`src/rtl/tok_pkg.sv`:
```
// Shared token codes, FSM state encoding and ASCII helpers for the keyword tokenizer.
// Latency: n/a (types and pure functions only).
// Backpressure: n/a.
package tok_pkg;

  localparam logic [1:0] TOK_WORD  = 2'd0;
  localparam logic [1:0] TOK_BEGIN = 2'd1;
  localparam logic [1:0] TOK_END   = 2'd2;
  localparam logic [1:0] TOK_EOS   = 2'd3;

  // One state per matched keyword prefix, plus IDLE (between words) and ANY (plain word).
  typedef enum logic [3:0] {
    ST_IDLE,
    ST_ANY,
    ST_B,
    ST_BE,
    ST_BEG,
    ST_BEGI,
    ST_BEGIN,
    ST_E,
    ST_EN,
    ST_END
  } state_t;

  function automatic logic is_letter(input logic [7:0] c);
    return ((c >= 8'h41) && (c <= 8'h5A)) || ((c >= 8'h61) && (c <= 8'h7A));
  endfunction

  function automatic logic [7:0] to_lower(input logic [7:0] c);
    return ((c >= 8'h41) && (c <= 8'h5A)) ? (c | 8'h20) : c;
  endfunction

endpackage

```
`src/rtl/tok_fifo.sv`:
```
// Token FIFO: up to two pushes and one pop per cycle, head read combinationally.
// Latency: a pushed entry is visible at the head the cycle after the push edge.
// Backpressure: none internally; the writer must keep two slots free before pushing.
module tok_fifo #(
  parameter int DEPTH = 4,
  parameter int W     = 7
) (
  input  logic                       clk,
  input  logic                       reset,
  input  logic                       push_a,
  input  logic [W-1:0]               data_a,
  input  logic                       push_b,
  input  logic [W-1:0]               data_b,
  input  logic                       pop,
  output logic [W-1:0]               head,
  output logic                       not_empty,
  output logic [$clog2(DEPTH):0]     count
);

  localparam int AW = $clog2(DEPTH);
  localparam int CW = AW + 1;

  logic [W-1:0]  mem [DEPTH];
  logic [AW-1:0] wr_ptr;
  logic [AW-1:0] rd_ptr;
  logic [AW-1:0] addr_b;
  logic          do_pop;

  // Entry b lands right behind entry a, or in a's slot when a is not pushed.
  assign addr_b    = wr_ptr + AW'(push_a);
  assign not_empty = (count != '0);
  assign do_pop    = pop && not_empty;
  // Head is forced to zero when empty so stale storage never shows on the outputs.
  assign head      = not_empty ? mem[rd_ptr] : '0;

  // Storage write; contents need no reset because count gates the head.
  always_ff @(posedge clk) begin
    if (push_a) mem[wr_ptr] <= data_a;
    if (push_b) mem[addr_b] <= data_b;
  end

  // Pointers wrap naturally (power-of-two depth); count tracks pushes minus pop.
  always_ff @(posedge clk or posedge reset) begin
    if (reset) begin
      wr_ptr <= '0;
      rd_ptr <= '0;
      count  <= '0;
    end else begin
      wr_ptr <= wr_ptr + AW'(push_a) + AW'(push_b);
      rd_ptr <= rd_ptr + AW'(do_pop);
      count  <= count + CW'(push_a) + CW'(push_b) - CW'(do_pop);
    end
  end

endmodule

```
`src/rtl/kw_tokenizer.sv`:
```
// Splits an ASCII stream into letter words and emits {code,len} tokens (WORD/BEGIN/END/EOS).
// Latency: token is written at the accepting edge; tok_valid rises one cycle later.
// Backpressure: in_ready drops whenever fewer than two token slots are free.
module kw_tokenizer
  import tok_pkg::*;
#(
  parameter int DEPTH = 4,
  parameter int LEN_W = 5
) (
  input  logic             clk,
  input  logic             reset,
  input  logic             in_valid,
  input  logic [7:0]       in_char,
  input  logic             in_last,
  output logic             in_ready,
  output logic             tok_valid,
  output logic [1:0]       tok_code,
  output logic [LEN_W-1:0] tok_len,
  input  logic             tok_ready
);

  localparam int CW = $clog2(DEPTH) + 1;
  localparam int TW = 2 + LEN_W;
  localparam logic [LEN_W-1:0] LEN_MAX = '1;

  state_t           state;
  state_t           cur_state;
  state_t           nxt_state;
  logic [LEN_W-1:0] len_cnt;
  logic [LEN_W-1:0] cur_len;
  logic [LEN_W-1:0] nxt_len;
  logic             accept;
  logic             letter;
  logic             word_done;
  logic [7:0]       lc;
  logic             push_word;
  logic             push_eos;
  logic [1:0]       word_code;
  logic [TW-1:0]    head;
  logic [CW-1:0]    fifo_count;

  // Two free slots cover the worst case of a word token plus EOS in one cycle.
  assign in_ready = (fifo_count <= CW'(DEPTH - 2));
  assign accept   = in_valid && in_ready;
  assign letter   = is_letter(in_char);
  assign lc       = to_lower(in_char);

  // Fold the current character into the word first, then decide whether the word closes.
  always_comb begin
    cur_state = state;
    cur_len   = len_cnt;
    if (letter) begin
      cur_len = (state == ST_IDLE) ? LEN_W'(1) :
                ((len_cnt == LEN_MAX) ? len_cnt : len_cnt + LEN_W'(1));
      case (state)
        ST_IDLE: cur_state = (lc == "b") ? ST_B : ((lc == "e") ? ST_E : ST_ANY);
        ST_B:    cur_state = (lc == "e") ? ST_BE   : ST_ANY;
        ST_BE:   cur_state = (lc == "g") ? ST_BEG  : ST_ANY;
        ST_BEG:  cur_state = (lc == "i") ? ST_BEGI : ST_ANY;
        ST_BEGI: cur_state = (lc == "n") ? ST_BEGIN : ST_ANY;
        ST_E:    cur_state = (lc == "n") ? ST_EN   : ST_ANY;
        ST_EN:   cur_state = (lc == "d") ? ST_END  : ST_ANY;
        default: cur_state = ST_ANY;
      endcase
    end
    word_done = !letter || in_last;
    push_word = accept && word_done && (cur_state != ST_IDLE);
    push_eos  = accept && in_last;
    case (cur_state)
      ST_BEGIN: word_code = TOK_BEGIN;
      ST_END:   word_code = TOK_END;
      default:  word_code = TOK_WORD;
    endcase
    nxt_state = word_done ? ST_IDLE : cur_state;
    nxt_len   = word_done ? '0 : cur_len;
  end

  // Keyword-matching FSM and length counter advance only on accepted characters.
  always_ff @(posedge clk or posedge reset) begin
    if (reset) begin
      state   <= ST_IDLE;
      len_cnt <= '0;
    end else if (accept) begin
      state   <= nxt_state;
      len_cnt <= nxt_len;
    end
  end

  tok_fifo #(
    .DEPTH (DEPTH),
    .W     (TW)
  ) u_fifo (
    .clk       (clk),
    .reset     (reset),
    .push_a    (push_word),
    .data_a    ({word_code, cur_len}),
    .push_b    (push_eos),
    .data_b    ({TOK_EOS, {LEN_W{1'b0}}}),
    .pop       (tok_valid && tok_ready),
    .head      (head),
    .not_empty (tok_valid),
    .count     (fifo_count)
  );

  assign tok_code = head[TW-1 -: 2];
  assign tok_len  = head[LEN_W-1:0];

endmodule

```
`config.mk`:
```
export PLATFORM = sky130hd
export DESIGN_NAME = kw_tokenizer
export DESIGN_NICKNAME = d
export VERILOG_FILES = /design/src/rtl/tok_pkg.sv /design/src/rtl/tok_fifo.sv /design/src/rtl/kw_tokenizer.sv
export SDC_FILE = /design/constraint.sdc
export NUM_CORES = 1
export LEC_CHECK = 0
export CORE_MARGIN = 3
export CORE_UTILIZATION = 25
export CTS_BUF_LIST = sky130_fd_sc_hd__clkbuf_16
export CTS_CLUSTER_DIAMETER = 200
export DETAILED_ROUTE_END_ITERATION = 7
export SYNTH_ARGS = -nofsm -noshare
export SYNTH_HDL_FRONTEND = slang
export SYNTH_SLANG_ARGS = --single-unit
```
`constraint.sdc`:
```
create_clock -name clk -period 8 [get_ports clk]
set_input_delay 1.2 -clock clk [delete_from_list [all_inputs] [get_ports clk]]
set_output_delay 1.2 -clock clk [all_outputs]
set_load 0.01 [all_outputs]
```
== After elaboration in Yosys (flattened, before gate mapping) ==
Memory sizes are Yosys's and may differ from the RTL's.
Index checks and enable logic that the tools add are counted.
Storage, ports and cells
  register bits after elaboration: 16
  bits in latches: 0
  RAM bits: 28
  memory bits (read-only): 0
  input port bits: 13
  output and inout bits: 9
  word-level logic and storage cells: 69
  memories: 1
Memories
  u_fifo.mem: words 4, width 7, read ports 1, clocked after Yosys merged registers in 0, write ports 2, line tok_fifo.sv:23  | logic [W-1:0] mem [DEPTH];
Operators by class
  add/sub/neg operators: 7
  $mul: 0
  div/mod/pow operators: 0
  $lt $le $gt $ge: 5
  equal/unequal tests: 15
  shifts and indexed selects: 0
  muxes and demuxes: 22
  bitwise gates (word level): 0
  reduce and logical (&&, ||, !) cells: 14
Operator list (number)
  8-bit by 7-bit equality test with 1-bit output (second input constant): 6
  4-bit case mux with 7 select lines: 1
  5-bit two-way mux: 4
  4-bit by 3-bit equality test with 1-bit output (second input constant): 4
  8-bit by 7-bit greater-or-equal comparator with 1-bit output (second input constant): 2
  8-bit by 7-bit <= comparator with 1-bit output (second input constant): 2
  4-bit two-way mux: 4
  3-bit two-way mux: 5
  4-bit by 2-bit equality test with 1-bit output (second input constant): 2
  4-bit equality test (second input constant): 2
  1-bit logical AND: 8
  7-bit two-way mux: 1
  2-bit by 1-bit adder with 2-bit output: 3
  3-bit by 1-bit adder with 3-bit output: 2
  6-bit two-way mux: 1
  5-bit by 1-bit adder with 5-bit output (second input constant): 1
  5-bit equality test (second input constant): 1
  4-bit zero test: 1
  1-bit two-way mux: 4
  2-bit case mux with 2 select lines: 1
  4-bit nonzero test: 1
  3-bit by 2-bit <= comparator with 1-bit output (second input constant): 1
  3-bit nonzero test: 1
  3-bit by 1-bit subtractor with 3-bit output: 1
  other kinds (3): 4

== Longest topological paths before layout ==
  depth in word-level cells: 13
  mapped depth: 12
  mapped depth without buffers: 10

== Cells and area by module ==
Synthesis repeated with hierarchy kept, for this count alone.
Second synthesis, totals
  cells, all modules: 244
  area, all modules: 2796.4 um^2
By module, submodules not included
  tok_fifo: instances 1, cells each 111, area each 1818.0 um^2, seq. area each 1016.0 um^2
  kw_tokenizer: instances 1, cells each 133, area each 978.4 um^2, seq. area each 225.2 um^2

== Least setup slack after synthesis ==
OpenSTA, ideal clock, no wires.
  path kind: input -> register
  start point: input in_char[3]
  end point: memory u_fifo.mem[2][0]
  setup time: 139 ps
  arrival time: 3524 ps
  data required time: 7861 ps
  path slack: 4337 ps
  stages on the path: 10
  buffers on the path: 1
  path through: buf_6 > or3_4 > o31a_1 > o31ai_4 > o221ai_4 > o21a_1 > ha_1 > xnor2_1 > nor3_1 > nor2_1
RTL lines
  start: declaration: line kw_tokenizer.sv:13  | input logic [7:0] in_char,
  end: declaration: line tok_fifo.sv:23

==> flow_metrics.py <==
metrics = {
    "global_route": {
        "grt_max_degree": 17,
        "antenna_found_initial": 0,
        "grt_overflow_total": 0,
        "grt_usage_pct": 11.1,
        "grt_pass1_wl_um": 10200,
        "grt_pass1_vias": 1981,
    },
    "floorplan": {
        "die_y_um": 109,
        "dieArea_um2": 11800,
        "initial_core_util_pct": 26.3,
        "placementRows": 36,
        "core-area_um2": 10000,
        "num_io_pins": 22,
        "fp.dieW_um": 109,
    },
    "layout": {
        "drive_gt1_share_pct": 10.3,
        "fillers": 1035,
        "final_cell_mix": "30 x nor2_1, 28 x mux2i_1, 28 x dfxtp_1",
        "multiInputGateArea_um2": 1560,
        "nNetsFinal": 291,
        "final_common_cell": "nor2_1",
        "antennaDiodeCount": 0,
        "area_growth_pct": 17.4,
        "final-seq-area_um2": 961,
        "stdcell_area_um2": 3090,
    },
    "yosys": {
        "synthCells": 255,
        "syn_avg_cell_area_um2": 10.3,
        "synth_edf_count": 0,
        "synthSimpleGateAreaFrac_pct": 18.1,
        "yosysTopAreaCellShare_pct": 21.3,
        "synth_compound_area_share_pct": 18.0,
        "syn_nets": 276,
        "ys.flop_type": "dfxtp_1",
        "yosysUniqueCellTypes": 61,
        "synth_area_leaders": "dfxtp_1 21%, dfrtp_1 15%, mux2i_1 11%, mux4_2 6.0%, nor2_1 4.3%",
        "yosys.area_share.xor_xnor_pct": 2.00,
        "synth-seq-cells": 44,
        "post_synth_instance_area_um2": 2630,
        "synthAdderAreaFrac_pct": 4.37,
        "synth_area_leader_cell": "dfxtp_1",
        "ys_warn_count": 0,
        "synth-seq-area-share_pct": 36.5,
        "async_reset_ff_share_pct": 36.4,
        "synth_top_family_by_area": "simple AND/OR/NAND/NOR gates",
        "synth_mux_area_share_pct": 16.6,
    },
    "route": {
        "routed_via_density": 4.87,
        "wire_per_inst_um": 14.9,
        "drt_wl_total_um": 6000,
        "dr.first_iter.drc_count": 112,
        "antenna_left": 0,
        "drc": 0,
        "drtPass1Iterations": 4,
        "vias": 1967,
    },
    "critical_path": {
        "reg2reg_to": "u_fifo.mem[2][3]",
        "critPathLaunch": "in_char[3]",
        "crit_required_ns": 8.13,
        "timing.rr.start": "state[1]",
        "worst-r2r-cell-count": 9,
        "r2r_setup_slack_ns": 4.51,
        "end_kind": "register",
        "cp-start-kind": "primary input",
        "path_max_fanout": 10,
        "crit_arrival_ns": 4.70,
        "worst-setup-path-type": "in2reg",
    },
    "clocking": {
        "cts_sinks": 44,
        "cts_buffers": 5,
        "h-tree-depth": 2,
        "ctsResizeCount": 0,
        "cts_root_buf": "clkbuf_16",
        "post-cts-setup-buffer-count": 0,
        "hold_buffers": 0,
        "clk_latency_ns": 0.29,
        "clk_path_buf_depth": 2,
        "cts.reportedPaths.clkPinSlew_ns": 0.06,
        "cts_tree": "done",
    },
    "timing": {
        "setup_viol": 0,
        "worst_pin_slew_ns": 1.03,
        "setup_tns_ns": 0,
        "slew_viol_final": 0,
        "rsz0062_at_grt": "no",
        "timing.final.crit_share_pct": 57.0,
        "finClkSkew_ns": 0.00486,
        "hold_viol": 0,
        "slew_headroom_pct": 31.0,
        "max_freq_ghz": 0.219,
        "period_needed_ns": 4.56,
    },
    "place": {
        "gp_congestion": 0.839,
        "port_buffers": 21,
        "place_area_um2": 2950,
        "dp_hpwl_um": 4420,
    },
    "power_and_ir_drop": {
        "p_leak_uw": 0.00135,
        "p_int_uw": 540,
        "combPwrFrac_pct": 36.9,
        "ir_drop_mv": 0.151,
        "clkPwrFrac_pct": 23.5,
        "pwr-share-seq_pct": 39.6,
        "powerDensity_nw_per_um2": 274,
        "p_switching_uw": 306,
        "total_power_uw": 846,
        "p_sw_share_pct": 36.2,
    },
    "run": {
        "cap_violations": 0,
    },
    "min_path": {
        "hold_path_class": "reg2reg",
        "worst_hold_startpoint": "u_fifo.mem[2][6]",
        "whs_path_depth": 1,
        "hold_end": "u_fifo.mem[2][6]",
    },
    "status": {
        "status": "finished clean",
    },
}
==> power groups by stage <==
stage / Clock (uW) / Sequential, uW / Combinational, uW
CTS: 203 / 337 / 317
global route: 213 / 344 / 349
floorplan: 0 / 299 / 255
finish: 199 / 335 / 312
detailed placement: 0 / 341 / 312
global placement: 0 / 339 / 307
==> layout make-up <==
class                           count  share of cell area, %
Clock buffer                        5                   4.05
Multi-Input combinational cell    185                   50.4
Tap cell                          133                   5.38
Timing Repair Buffer               22                   7.04
Inverter                           12                   1.46
Clock inverter                      3                  0.607
Sequential cell                    44                   31.1
==> cell usage after synthesis (3+ instances only) <==
library cell   n
xnor2_1        3
o2111ai_4      4
buf_2          5
nor3_1         6
mux4_2         7
xor2_1         3
inv_1         12
a21oi_1        5
dfrtp_1       16
nand2_1       17
o31ai_1        3
a22o_1         6
nor2_1        30
nor4b_1        3
nor2b_1        9
a41oi_1        3
ha_1           6
dfxtp_1       28
mux2i_1       28
o21ai_0        4
clkbuf_1       7
==> through the flow <==
step / setup WS (ns) / std cells / hold WS (ns) / utilization, %
2_1_floorplan: 4.34 / 255 / 0.430 / -
3_3_place_gp: 3.20 / 396 / 0.444 / 29.5
3_5_place_dp: 3.16 / 396 / 0.456 / 29.5
4_1_cts: 3.43 / 404 / 0.470 / 30.9
5_1_grt: 3.12 / 404 / 0.506 / 30.9
6_report: 3.44 / 404 / 0.461 / 30.9
==> layer usage <==
metal | routed length (um) | part of all wire, % | global-route usage, %
met1 | 2860 | 48 | 14.9
met4 | 84 | 1.4 | 3.52
met5 | 0 | 0 | 0
met3 | 183 | 3.0 | 2.25
met2 | 2870 | 48 | 18.0
==> flip-flops by register name, indices dropped and copies added (netlist names) <==
signal and cells:
len_cnt 5, u_fifo.wr_ptr 2, u_fifo.mem 28, u_fifo.rd_ptr 2
u_fifo.count 3, state 4
==> kinds of logic after synthesis <==
| logic type | Yosys count |
|---|---|
| simple gates | 89 |
| compound gates | 47 |
| flops | 44 |
| mux | 35 |
| buf+inv | 26 |
| fa+ha+maj | 8 |
| xor+xnor | 6 |
==> worst max-delay path: stages <==
cell	delay, ns
clkdlybuf4s50_1	0.58
or3_4	0.47
o22ai_2	0.23
or3_1	0.24
and2_1	0.40
o21a_1	0.23
ha_1	0.22
xnor2_1	0.18
nor3_1	0.83
nor2_1	0.11
==> worst max-delay path by stage <==
| stage | to | slack (ns) |
|---|---|---|
| after floorplan | u_fifo.mem[2][0] | 4.34 |
| after global placement | u_fifo.mem[2][3] | 3.20 |
| after detailed placement | u_fifo.mem[2][0] | 3.16 |
| after CTS | u_fifo.mem[2][0] | 3.43 |
| after global routing | u_fifo.mem[2][3] | 3.12 |
| final | u_fifo.mem[2][3] | 3.44 |
Power figures use the tool's default switching activity.
